<file path="src/rtl/multi_controller_reader_pkg.sv">
// Shared constants, button-vector type and reader FSM states for the mapache64 pad reader.
package mapache64;

  localparam int unsigned ControllerNumButtons = 8;
  localparam int unsigned ControllerClkDiv     = 6;

  typedef logic [ControllerNumButtons-1:0] controller_buttons_t;

  typedef enum logic [2:0] {
    StIdle,
    StLatch,
    StShiftHi,
    StShiftLo,
    StDone
  } reader_state_e;

endpackage

</file>
<file path="src/rtl/multi_controller_reader_if.sv">
// Serial bus shared between the reader (master) and its NES/SNES-style pads (slave).
interface multi_controller_reader_if #(
  parameter int unsigned NUM_CONTROLLERS = 2
);
  logic                       controller_latch;
  logic                       controller_clk_out;
  logic [NUM_CONTROLLERS-1:0] controller_data_in_B;

  modport master (
    output controller_latch,
    output controller_clk_out,
    input  controller_data_in_B
  );

  modport slave (
    input  controller_latch,
    input  controller_clk_out,
    output controller_data_in_B
  );
endinterface

</file>
<file path="src/rtl/multi_controller_reader_channel.sv">
// One pad's shadow register; the parent decides when to sample and which bit lands where.
module controller_channel #(
  parameter int unsigned NUM_BUTTONS = 8,
  localparam int unsigned IdxW = $clog2(NUM_BUTTONS)
) (
  input  logic                   clk_1,
  input  logic                   rst_B,
  input  logic                   i_sample,
  input  logic [IdxW-1:0]        i_index,
  input  logic                   i_data_in_B,
  output logic [NUM_BUTTONS-1:0] o_shadow
);
  logic [NUM_BUTTONS-1:0] r_shadow;

  // Data line is active-low; store 1 = pressed.
  always_ff @(posedge clk_1 or negedge rst_B) begin
    if (!rst_B) begin
      r_shadow <= '0;
    end else if (i_sample) begin
      r_shadow[i_index] <= ~i_data_in_B;
    end
  end

  assign o_shadow = r_shadow;
endmodule

</file>
<file path="src/rtl/multi_controller_reader.sv">
// Polls up to four serial pads in lock-step and publishes their button state atomically
// at the end of each poll, along with sticky newly-pressed flags.
module multi_controller_reader
  import mapache64::*;
#(
  parameter int unsigned NUM_CONTROLLERS = 2,
  parameter int unsigned NUM_BUTTONS     = ControllerNumButtons,
  parameter int unsigned CLK_DIV         = ControllerClkDiv
) (
  input  logic                                         clk_1,
  input  logic                                         rst_B,
  input  logic                                         poll_start,
  input  logic                                         clear_pressed,
  multi_controller_reader_if.master                    ctrl_bus,
  output logic [NUM_CONTROLLERS-1:0][NUM_BUTTONS-1:0]  buttons_out,
  output logic [NUM_CONTROLLERS-1:0][NUM_BUTTONS-1:0]  pressed_out,
  output logic                                         busy,
  output logic                                         poll_done
);
  localparam int unsigned CntW = $clog2(CLK_DIV + 1);
  localparam int unsigned IdxW = $clog2(NUM_BUTTONS);
  localparam logic [CntW-1:0] CntReload = CntW'(CLK_DIV - 1);
  localparam logic [IdxW-1:0] IdxLast   = IdxW'(NUM_BUTTONS - 1);

  reader_state_e   r_state, w_state_next;
  logic [CntW-1:0] r_cnt, w_cnt_next;
  logic            r_half, w_half_next;
  logic [IdxW-1:0] r_idx, w_idx_next;
  logic            w_sample, w_publish, w_cnt_zero;

  logic [NUM_CONTROLLERS-1:0][NUM_BUTTONS-1:0] w_shadow;
  logic [NUM_CONTROLLERS-1:0][NUM_BUTTONS-1:0] r_buttons, r_pressed;

  assign w_cnt_zero = (r_cnt == '0);

  always_ff @(posedge clk_1 or negedge rst_B) begin
    if (!rst_B) begin
      r_state <= StIdle;
      r_cnt   <= '0;
      r_half  <= 1'b0;
      r_idx   <= '0;
    end else begin
      r_state <= w_state_next;
      r_cnt   <= w_cnt_next;
      r_half  <= w_half_next;
      r_idx   <= w_idx_next;
    end
  end

  // LATCH spans two half-periods; r_half selects which one so the counter stays narrow.
  always_comb begin
    w_state_next = r_state;
    w_cnt_next   = r_cnt;
    w_half_next  = r_half;
    w_idx_next   = r_idx;
    w_sample     = 1'b0;
    w_publish    = 1'b0;
    case (r_state)
      StIdle: begin
        if (poll_start) begin
          w_state_next = StLatch;
          w_cnt_next   = CntReload;
          w_half_next  = 1'b0;
          w_idx_next   = '0;
        end
      end
      StLatch: begin
        if (!w_cnt_zero) begin
          w_cnt_next = r_cnt - CntW'(1);
        end else if (!r_half) begin
          w_half_next = 1'b1;
          w_cnt_next  = CntReload;
        end else begin
          w_sample     = 1'b1;
          w_state_next = StShiftHi;
          w_cnt_next   = CntReload;
          w_idx_next   = r_idx + IdxW'(1);
        end
      end
      StShiftHi: begin
        if (!w_cnt_zero) begin
          w_cnt_next = r_cnt - CntW'(1);
        end else begin
          w_state_next = StShiftLo;
          w_cnt_next   = CntReload;
        end
      end
      StShiftLo: begin
        if (!w_cnt_zero) begin
          w_cnt_next = r_cnt - CntW'(1);
        end else begin
          w_sample   = 1'b1;
          w_cnt_next = CntReload;
          if (r_idx == IdxLast) begin
            w_state_next = StDone;
          end else begin
            w_state_next = StShiftHi;
            w_idx_next   = r_idx + IdxW'(1);
          end
        end
      end
      StDone: begin
        w_publish    = 1'b1;
        w_state_next = StIdle;
        w_cnt_next   = '0;
      end
      default: w_state_next = StIdle;
    endcase
  end

  for (genvar g = 0; g < NUM_CONTROLLERS; g++) begin : g_channel
    controller_channel #(
      .NUM_BUTTONS(NUM_BUTTONS)
    ) u_channel (
      .clk_1      (clk_1),
      .rst_B      (rst_B),
      .i_sample   (w_sample),
      .i_index    (r_idx),
      .i_data_in_B(ctrl_bus.controller_data_in_B[g]),
      .o_shadow   (w_shadow[g])
    );
  end

  // A clear coincident with publish drops old flags but keeps this poll's new edges.
  always_ff @(posedge clk_1 or negedge rst_B) begin
    if (!rst_B) begin
      r_buttons <= '0;
      r_pressed <= '0;
    end else if (w_publish) begin
      r_buttons <= w_shadow;
      r_pressed <= (clear_pressed ? '0 : r_pressed) | (w_shadow & ~r_buttons);
    end else if (clear_pressed) begin
      r_pressed <= '0;
    end
  end

  assign ctrl_bus.controller_latch   = (r_state == StLatch);
  assign ctrl_bus.controller_clk_out = (r_state == StShiftHi);
  assign busy                        = (r_state != StIdle);
  assign poll_done                   = (r_state == StDone);
  assign buttons_out                 = r_buttons;
  assign pressed_out                 = r_pressed;
endmodule

</file>
<file path="src/flat_wrapper.sv">
// flat-port wrapper written by rule: the top's interface ports become plain ports
module multi_controller_reader_flat import mapache64::*;
#(
  parameter int unsigned NUM_CONTROLLERS = 2,
  parameter int unsigned NUM_BUTTONS     = ControllerNumButtons,
  parameter int unsigned CLK_DIV         = ControllerClkDiv
)
  (clk_1, rst_B, poll_start, clear_pressed, buttons_out, pressed_out, busy, poll_done, ctrl_bus_controller_latch, ctrl_bus_controller_clk_out, ctrl_bus_controller_data_in_B);
  multi_controller_reader_if #(.NUM_CONTROLLERS(NUM_CONTROLLERS)) ctrl_bus_i ();
  input  logic clk_1;
  input  logic rst_B;
  input  logic poll_start;
  input  logic clear_pressed;
  output logic [NUM_CONTROLLERS-1:0][NUM_BUTTONS-1:0] buttons_out;
  output logic [NUM_CONTROLLERS-1:0][NUM_BUTTONS-1:0] pressed_out;
  output logic busy;
  output logic poll_done;
  output wire logic [$bits(ctrl_bus_i.controller_latch)-1:0] ctrl_bus_controller_latch;
  output wire logic [$bits(ctrl_bus_i.controller_clk_out)-1:0] ctrl_bus_controller_clk_out;
  input wire logic [$bits(ctrl_bus_i.controller_data_in_B)-1:0] ctrl_bus_controller_data_in_B;
  assign ctrl_bus_controller_latch = ctrl_bus_i.controller_latch;
  assign ctrl_bus_controller_clk_out = ctrl_bus_i.controller_clk_out;
  assign ctrl_bus_i.controller_data_in_B = ctrl_bus_controller_data_in_B;
  multi_controller_reader #(.NUM_CONTROLLERS(NUM_CONTROLLERS), .NUM_BUTTONS(NUM_BUTTONS), .CLK_DIV(CLK_DIV)) u_core (.clk_1(clk_1), .rst_B(rst_B), .poll_start(poll_start), .clear_pressed(clear_pressed), .ctrl_bus(ctrl_bus_i), .buttons_out(buttons_out), .pressed_out(pressed_out), .busy(busy), .poll_done(poll_done));
endmodule
</file>
<file path="config.mk">
export PLATFORM = sky130hd
export DESIGN_NAME = multi_controller_reader_flat
export DESIGN_NICKNAME = d
export VERILOG_FILES = /design/src/rtl/multi_controller_reader_pkg.sv /design/src/rtl/multi_controller_reader_if.sv /design/src/rtl/multi_controller_reader_channel.sv /design/src/rtl/multi_controller_reader.sv /design/src/flat_wrapper.sv
export SDC_FILE = /design/constraint.sdc
export NUM_CORES = 1
export LEC_CHECK = 0
export CORE_UTILIZATION = 52
export DETAILED_ROUTE_END_ITERATION = 10
export PLACE_DENSITY = 0.78
export SETUP_SLACK_MARGIN = 0.2
export SLEW_MARGIN = 20
export SYNTH_ARGS = -nofsm -noshare
export SYNTH_HDL_FRONTEND = slang
export SYNTH_SLANG_ARGS = --single-unit
export TNS_END_PERCENT = 20
</file>
<file path="constraint.sdc">
create_clock -name clk_1 -period 1.95 [get_ports clk_1]
set_input_delay 0.4875 -clock clk_1 [delete_from_list [all_inputs] [get_ports clk_1]]
set_output_delay 0.4875 -clock clk_1 [all_outputs]
set_load 0.1 [all_outputs]
</file>
==> results of run 1 <==
power breakdown:
part / internal [mW] / total [mW] / switching (mW)
sequential: 1.46 / 1.70 / 0.241
combinational: 0.638 / 1.61 / 0.977
clock: 0.490 / 0.938 / 0.448
total: 2.59 / 4.25 / 1.67
worst max path at each step:
| stage | from | end | slack [ps] | depth (start not counted) |
|---|---|---|---|---|
| CTS | u_core.r_state[0] | busy | 70 | 3 |
| global placement | poll_start | u_core.r_idx[2] | 200 | 4 |
| detailed placement | poll_start | u_core.r_idx[2] | 150 | 4 |
| finish | u_core.r_state[0] | busy | 60 | 3 |
| floorplan | u_core.r_state[0] | ctrl_bus_controller_clk_out | 7 | 3 |
| global route | u_core.r_state[0] | busy | 40 | 3 |
what timing repair did:
action | CTS | global route
endpoints found under the setup margin | 4 | 20
setup buffers | 5 | 1
hold buffers | 0 | 0
gates resized for setup | 7 | 4
pin swaps | 0 | 2
cell usage after synthesis:
cell       count  share of area [%]
o22ai_1        1               0.25
mux2_2         1               0.45
a21oi_1        6                1.2
or4_4          2               0.89
nand3b_1       1               0.30
dfrtp_1       58                 57
nand3_1        2               0.40
and2_1         1               0.25
clkbuf_1      10                1.5
o32ai_1       16                5.5
nor4b_2        2                1.2
o21ai_0       21                4.2
nand2_1       26                3.9
buf_2          1               0.20
xnor2_1        1               0.35
nor4_1         3               0.74
nand2b_1       3               0.74
ha_1           2               0.99
or2_2          1               0.25
and2b_2        1               0.35
o21bai_1       1               0.30
buf_4          1               0.30
nor2_1        11                1.6
a31oi_1        1               0.25
nor2b_1        1               0.25
buf_1          4               0.59
nor3b_1        1               0.30
or3_1          2               0.50
a221oi_1       1               0.35
o2111ai_1      1               0.35
nor3_1         2               0.40
nor3_4         1               0.64
inv_1         36                5.3
o21ai_2        1               0.35
a32oi_1        2               0.69
a41o_1         1               0.40
mux2i_1       16                6.3
metrics by stage:
step	hold WS [ps]	power, mW	std cells
2_1_floorplan	192	2.71	242
6_report	147	4.25	352
4_1_cts	158	4.22	351
5_1_grt	179	4.46	352
3_3_place_gp	492	3.12	330
3_5_place_dp	495	3.18	330
worst max-delay path, stage by stage, from the launching register on:
cell     delay (ps)
dfrtp_1         390
buf_6           140
or3_4           370
buf_12          170
final cells by class:
class                   instances  area [µm²]  area share, %
well taps                      52        65.1           1.78
clock inverters                 3        15.0          0.410
multi-input cells             132         916           25.0
clock buffers                  13         149           4.07
repair buffers                 58         926           25.3
inverters                      36         139           3.79
flip-flops and latches         58        1450           39.7
cells by family after synthesis:
logic type                 after synthesis
AOI/OAI and AO/OA                       52
xor gates and xnor gates                 1
muxes                                   17
buffers and inverters                   52
DFF                                     58
and+or+nand+nor                         60
adders and majority gates                2
layer usage:
metal  track usage [%]  up-vias  part of all wire [%]  routed length [µm]
li1                  -      930                     -                   -
met1              31.7      967                    43                2450
met2              39.8       65                    51                2910
met3              4.36        9                   4.5                 256
met4              12.0        0                   1.7                  98
met5                 0        -                     0                   0
state kept, by name (all words and copies together) (netlist names):
register	cells
u_core.pressed_out	16
u_core.r_state	3
u_core.g_channel.u_channel.o_shadow	16
u_core.r_cnt	3
u_core.buttons_out	16
u_core.r_half	1
u_core.r_idx	3
==> impl_metrics.env, run 1 <==
export IMPL_final_area_um2=3660
export IMPL_final_period_utilization_pct=96.7
export IMPL_diodes=0
export IMPL_grt_ovfl_total=0
export IMPL_syn_nets=250
export IMPL_cts_buffers=9
export IMPL_core_um2=4500
export IMPL_max_freq_mhz=530
export IMPL_drive_gt1_share_pct=28.0
export IMPL_synth_area_um2=2530
export IMPL_route_detailed_drc=0
export IMPL_layout_commonest_cell="dfrtp_1"
export IMPL_synth_fa_ha_area_share_pct=0.991
export IMPL_area_delta_synth_final_pct=45.0
export IMPL_reg2reg_depth=5
export IMPL_cts_sinks=58
export IMPL_avgSynthCellArea_um2=10.4
export IMPL_place_hpwl_mm=3.69
export IMPL_ys_seq_area_share_pct=57.5
export IMPL_ios=42
export IMPL_finish_utilization_pct=81.3
export IMPL_dr_total_vias=1971
export IMPL_cp_max_fo=3
export IMPL_slew_headroom_pct=70.9
export IMPL_chipWidth_um=71.7
export IMPL_end_kind="output port"
export IMPL_netlist_instances=242
export IMPL_status="complete, no violations"
export IMPL_crit_type="reg -> out"
export IMPL_wl_per_cell_um=16.3
export IMPL_drt_iter0_drc=168
export IMPL_clockBufferDepth=2
export IMPL_finalSetupViolations=0
export IMPL_p_leak_nw=1.66
export IMPL_antenna_found_initial=0
export IMPL_routed_wirelength_mm=5.72
export IMPL_slew_violations=0
export IMPL_start_util_pct=56.1
export IMPL_peakVddDrop_mv=0.998
export IMPL_clk_pin_slew_ps=60
export IMPL_synth_top_family_by_area="compound AO/OA/AOI/OAI gates"
export IMPL_required_ps=1460
export IMPL_p_per_area_nw_per_um2=1160
export IMPL_synth_warnings=0
export IMPL_dpl_cell_area_um2=3400
export IMPL_worstSkewPairLatency_ps=330
export IMPL_most_common_layout_cells="dfrtp_1, buf_12, inv_1"
export IMPL_grt_pass1_vias=1897
export IMPL_port_buffers=41
export IMPL_rsz0062_at_grt="true"
export IMPL_rows=24
export IMPL_synth_xor_area_share_pct=0.347
export IMPL_cts_tree="done"
export IMPL_cp_start_kind="flip-flop"
export IMPL_fin_crit_ps=1890
export IMPL_final_hold_viol_count=0
export IMPL_postRouteAntennaNets=0
export IMPL_synth_seq_cells=58
export IMPL_htreeDepth=3
export IMPL_maxCapViolCount=0
export IMPL_r2r_start="u_core.r_state[2]"
export IMPL_min_path_type="in -> async"
export IMPL_r2r_end="u_core.g_channel[0].u_channel.o_shadow[1]"
export IMPL_synth_compound_area_share_pct=13.8
export IMPL_arrival_ps=1400
export IMPL_synthMuxAreaShare_pct=6.79
export IMPL_clockRootBuffer="clkbuf_8"
export IMPL_drt_pass1_iter_count=4
export IMPL_r2r_setup_slack_ps=220
export IMPL_avgViaCountPerCell=5.60
export IMPL_setup_slack_ps=63.7
export IMPL_timing_setup_tns_ps=0
export IMPL_ys_types=37
export IMPL_grt_max_degree=59
export IMPL_layout_nets=303
export IMPL_worst_slew_pin_slew_ps=437
export IMPL_skew_ps=5.75
export IMPL_grt_pass1_wl_mm=9.33
export IMPL_synth_simple_area_share_pct=12.7
export IMPL_groute_usage_overall_pct=24.4
export IMPL_place_ws_ps=146
export IMPL_die_y_um=71.7
export IMPL_dieArea_um2=5140
export IMPL_gp_congestion=0.877
export IMPL_fill_cells=242
No activity file was read; power rests on OpenSTA's default activity.
==> inputs of run 2 (changes only) <==
- GPL_TIMING_DRIVEN: unset -> 0
==> run 2 against run 1 <==
  * The run now ends with setup timing left
  * Via count is 2.2% higher
  * Die area stayed put
  * Sequential share of layout area is 4.2 points higher
  * Cell count is 1.4% higher
  * Worst hold slack better by 40 ps
  * Total power is 7.9% higher
  * Design area is 9.5% lower
  * Critical path type unchanged
  * Critical endpoint unchanged
==> impl_metrics.env, run 2 (same netlist as run 1, synthesis figures left out) <==
export IMPL_layout_nets=308
export IMPL_cts_sinks=58
export IMPL_dieArea_um2=5140
export IMPL_clockBufferDepth=2
export IMPL_final_period_utilization_pct=103
export IMPL_groute_usage_overall_pct=26.0
export IMPL_required_ps=1460
export IMPL_status="finished, violations left"
export IMPL_routed_wirelength_mm=6.09
export IMPL_htreeDepth=3
export IMPL_grt_ovfl_total=0
export IMPL_avgViaCountPerCell=5.64
export IMPL_area_delta_synth_final_pct=31.2
export IMPL_route_detailed_drc=0
export IMPL_cp_start_kind="flip-flop"
export IMPL_wl_per_cell_um=17.1
export IMPL_cts_tree="done"
export IMPL_rows=24
export IMPL_worst_slew_pin_slew_ps=704
export IMPL_layout_commonest_cell="dfrtp_1"
export IMPL_postRouteAntennaNets=0
export IMPL_place_hpwl_mm=3.52
export IMPL_cts_buffers=9
export IMPL_grt_pass1_vias=1932
export IMPL_hold_buffers=0
export IMPL_max_freq_mhz=496
export IMPL_finish_utilization_pct=73.6
export IMPL_skew_ps=8.61
export IMPL_slew_headroom_pct=53.0
export IMPL_start_util_pct=56.1
export IMPL_p_per_area_nw_per_um2=1390
export IMPL_peakVddDrop_mv=1.09
export IMPL_drive_gt1_share_pct=28.2
export IMPL_finalSetupViolations=2
export IMPL_slew_violations=0
export IMPL_cp_max_fo=5
export IMPL_regArea_um2=1450
export IMPL_multi_input_area_um2=941
export IMPL_min_path_type="in -> async"
export IMPL_place_ws_ps=-859
export IMPL_ios=42
export IMPL_most_common_layout_cells="dfrtp_1, inv_1, buf_2, nand2_1, o21ai_0"
export IMPL_setup_slack_ps=-67.2
export IMPL_dr_total_vias=2015
export IMPL_clk_pin_slew_ps=60
export IMPL_drt_iter0_drc=189
export IMPL_grt_max_degree=59
export IMPL_clockRootBuffer="clkbuf_8"
export IMPL_die_y_um=71.7
export IMPL_diodes=0
export IMPL_fill_cells=330
export IMPL_drt_pass1_iter_count=4
export IMPL_violations="setup timing"
export IMPL_end_kind="output port"
export IMPL_maxCapViolCount=0
export IMPL_gp_congestion=0.867
export IMPL_core_um2=4500
export IMPL_final_hold_viol_count=0
export IMPL_fin_crit_ps=2020
export IMPL_port_buffers=38
export IMPL_chipWidth_um=71.7
export IMPL_grt_pass1_wl_mm=9.87
export IMPL_rsz0062_at_grt="true"
export IMPL_arrival_ps=1530
export IMPL_worstSkewPairLatency_ps=340
export IMPL_antenna_found_initial=0
export IMPL_crit_type="reg -> out"
export IMPL_p_leak_nw=1.58
## run 2: cell types whose count changed in the layout (fill, tap and decap cells not counted), sizes merged, moves of 2 or more
cell / change
clkdlybuf4s15: +2
clkdlybuf4s18: +6
clkdlybuf4s50: -3
buf: -9
clkbuf: +7
bufinv: +2
## run 2: layout make-up
class / count / area share, %
sequential: 58 / 43.8
inverter: 36 / 4.19
clock inverter: 5 / 2.34
multi-input combinational: 132 / 28.4
clock buffer: 11 / 4.27
buffer: 16 / 3.66
tap: 52 / 1.96
timing repair buffer: 47 / 11.3
## run 2: worst paths after layout
kind                                             start                                         to  slack, ps  cells past startpoint
worst max-delay path                 u_core.r_state[1]                                       busy        -70                      3
worst min-delay path                             rst_B                      u_core.pressed_out[4]        190                      1
worst max register to register       u_core.r_state[0]  u_core.g_channel[1].u_channel.o_shadow[1]         50                      7
worst min register to register  u_core.buttons_out[11]                     u_core.pressed_out[11]        490                      1
max in group asynchronous                        rst_B                          u_core.r_state[1]       1270                      1
min in group clk_1                       clear_pressed                      u_core.pressed_out[1]        480                      2
## run 2: per-stage QoR
step	power [mW]	std cells	hold WS (ps)	setup TNS, ps	area, µm²
final	4.59	357	187	-120	3310
after global routing	4.82	357	269	-216	3310
after CTS	4.48	357	229	-137	3350
after detailed placement	3.03	332	493	-3200	3000
after global placement	2.98	332	485	-84130	3000
after floorplan	2.71	242	192	0	2560
## run 2: repair_timing
| item | 4_1_cts | 5_1_grt |
|---|---|---|
| setup endpoints to repair | 37 | 37 |
| buffers inserted | 9 | 0 |
| resized for setup | 184 | 26 |
| hold endpoints to repair | 0 | 0 |
| pin swaps | 2 | 2 |
## run 2: critical path: stages (launching register included)
cell	delay [ps]
dfrtp_2	450
clkbuf_8	170
or3_4	390
buf_12	170
## run 2: metal layers
metal  up-vias  GRT usage (%)  wire [µm]
li1        941              -          -
met1       997           36.7       2700
met2        66           39.7       3000
met3        11           6.33        282
met4         0           9.15        103
met5         -              0          0
## run 2: report_power, final
group,internal [mW],total [mW],switching [mW]
clock network,0.750,1.23,0.479
registers,1.46,1.63,0.170
logic,0.627,1.73,1.11
total,2.83,4.59,1.75
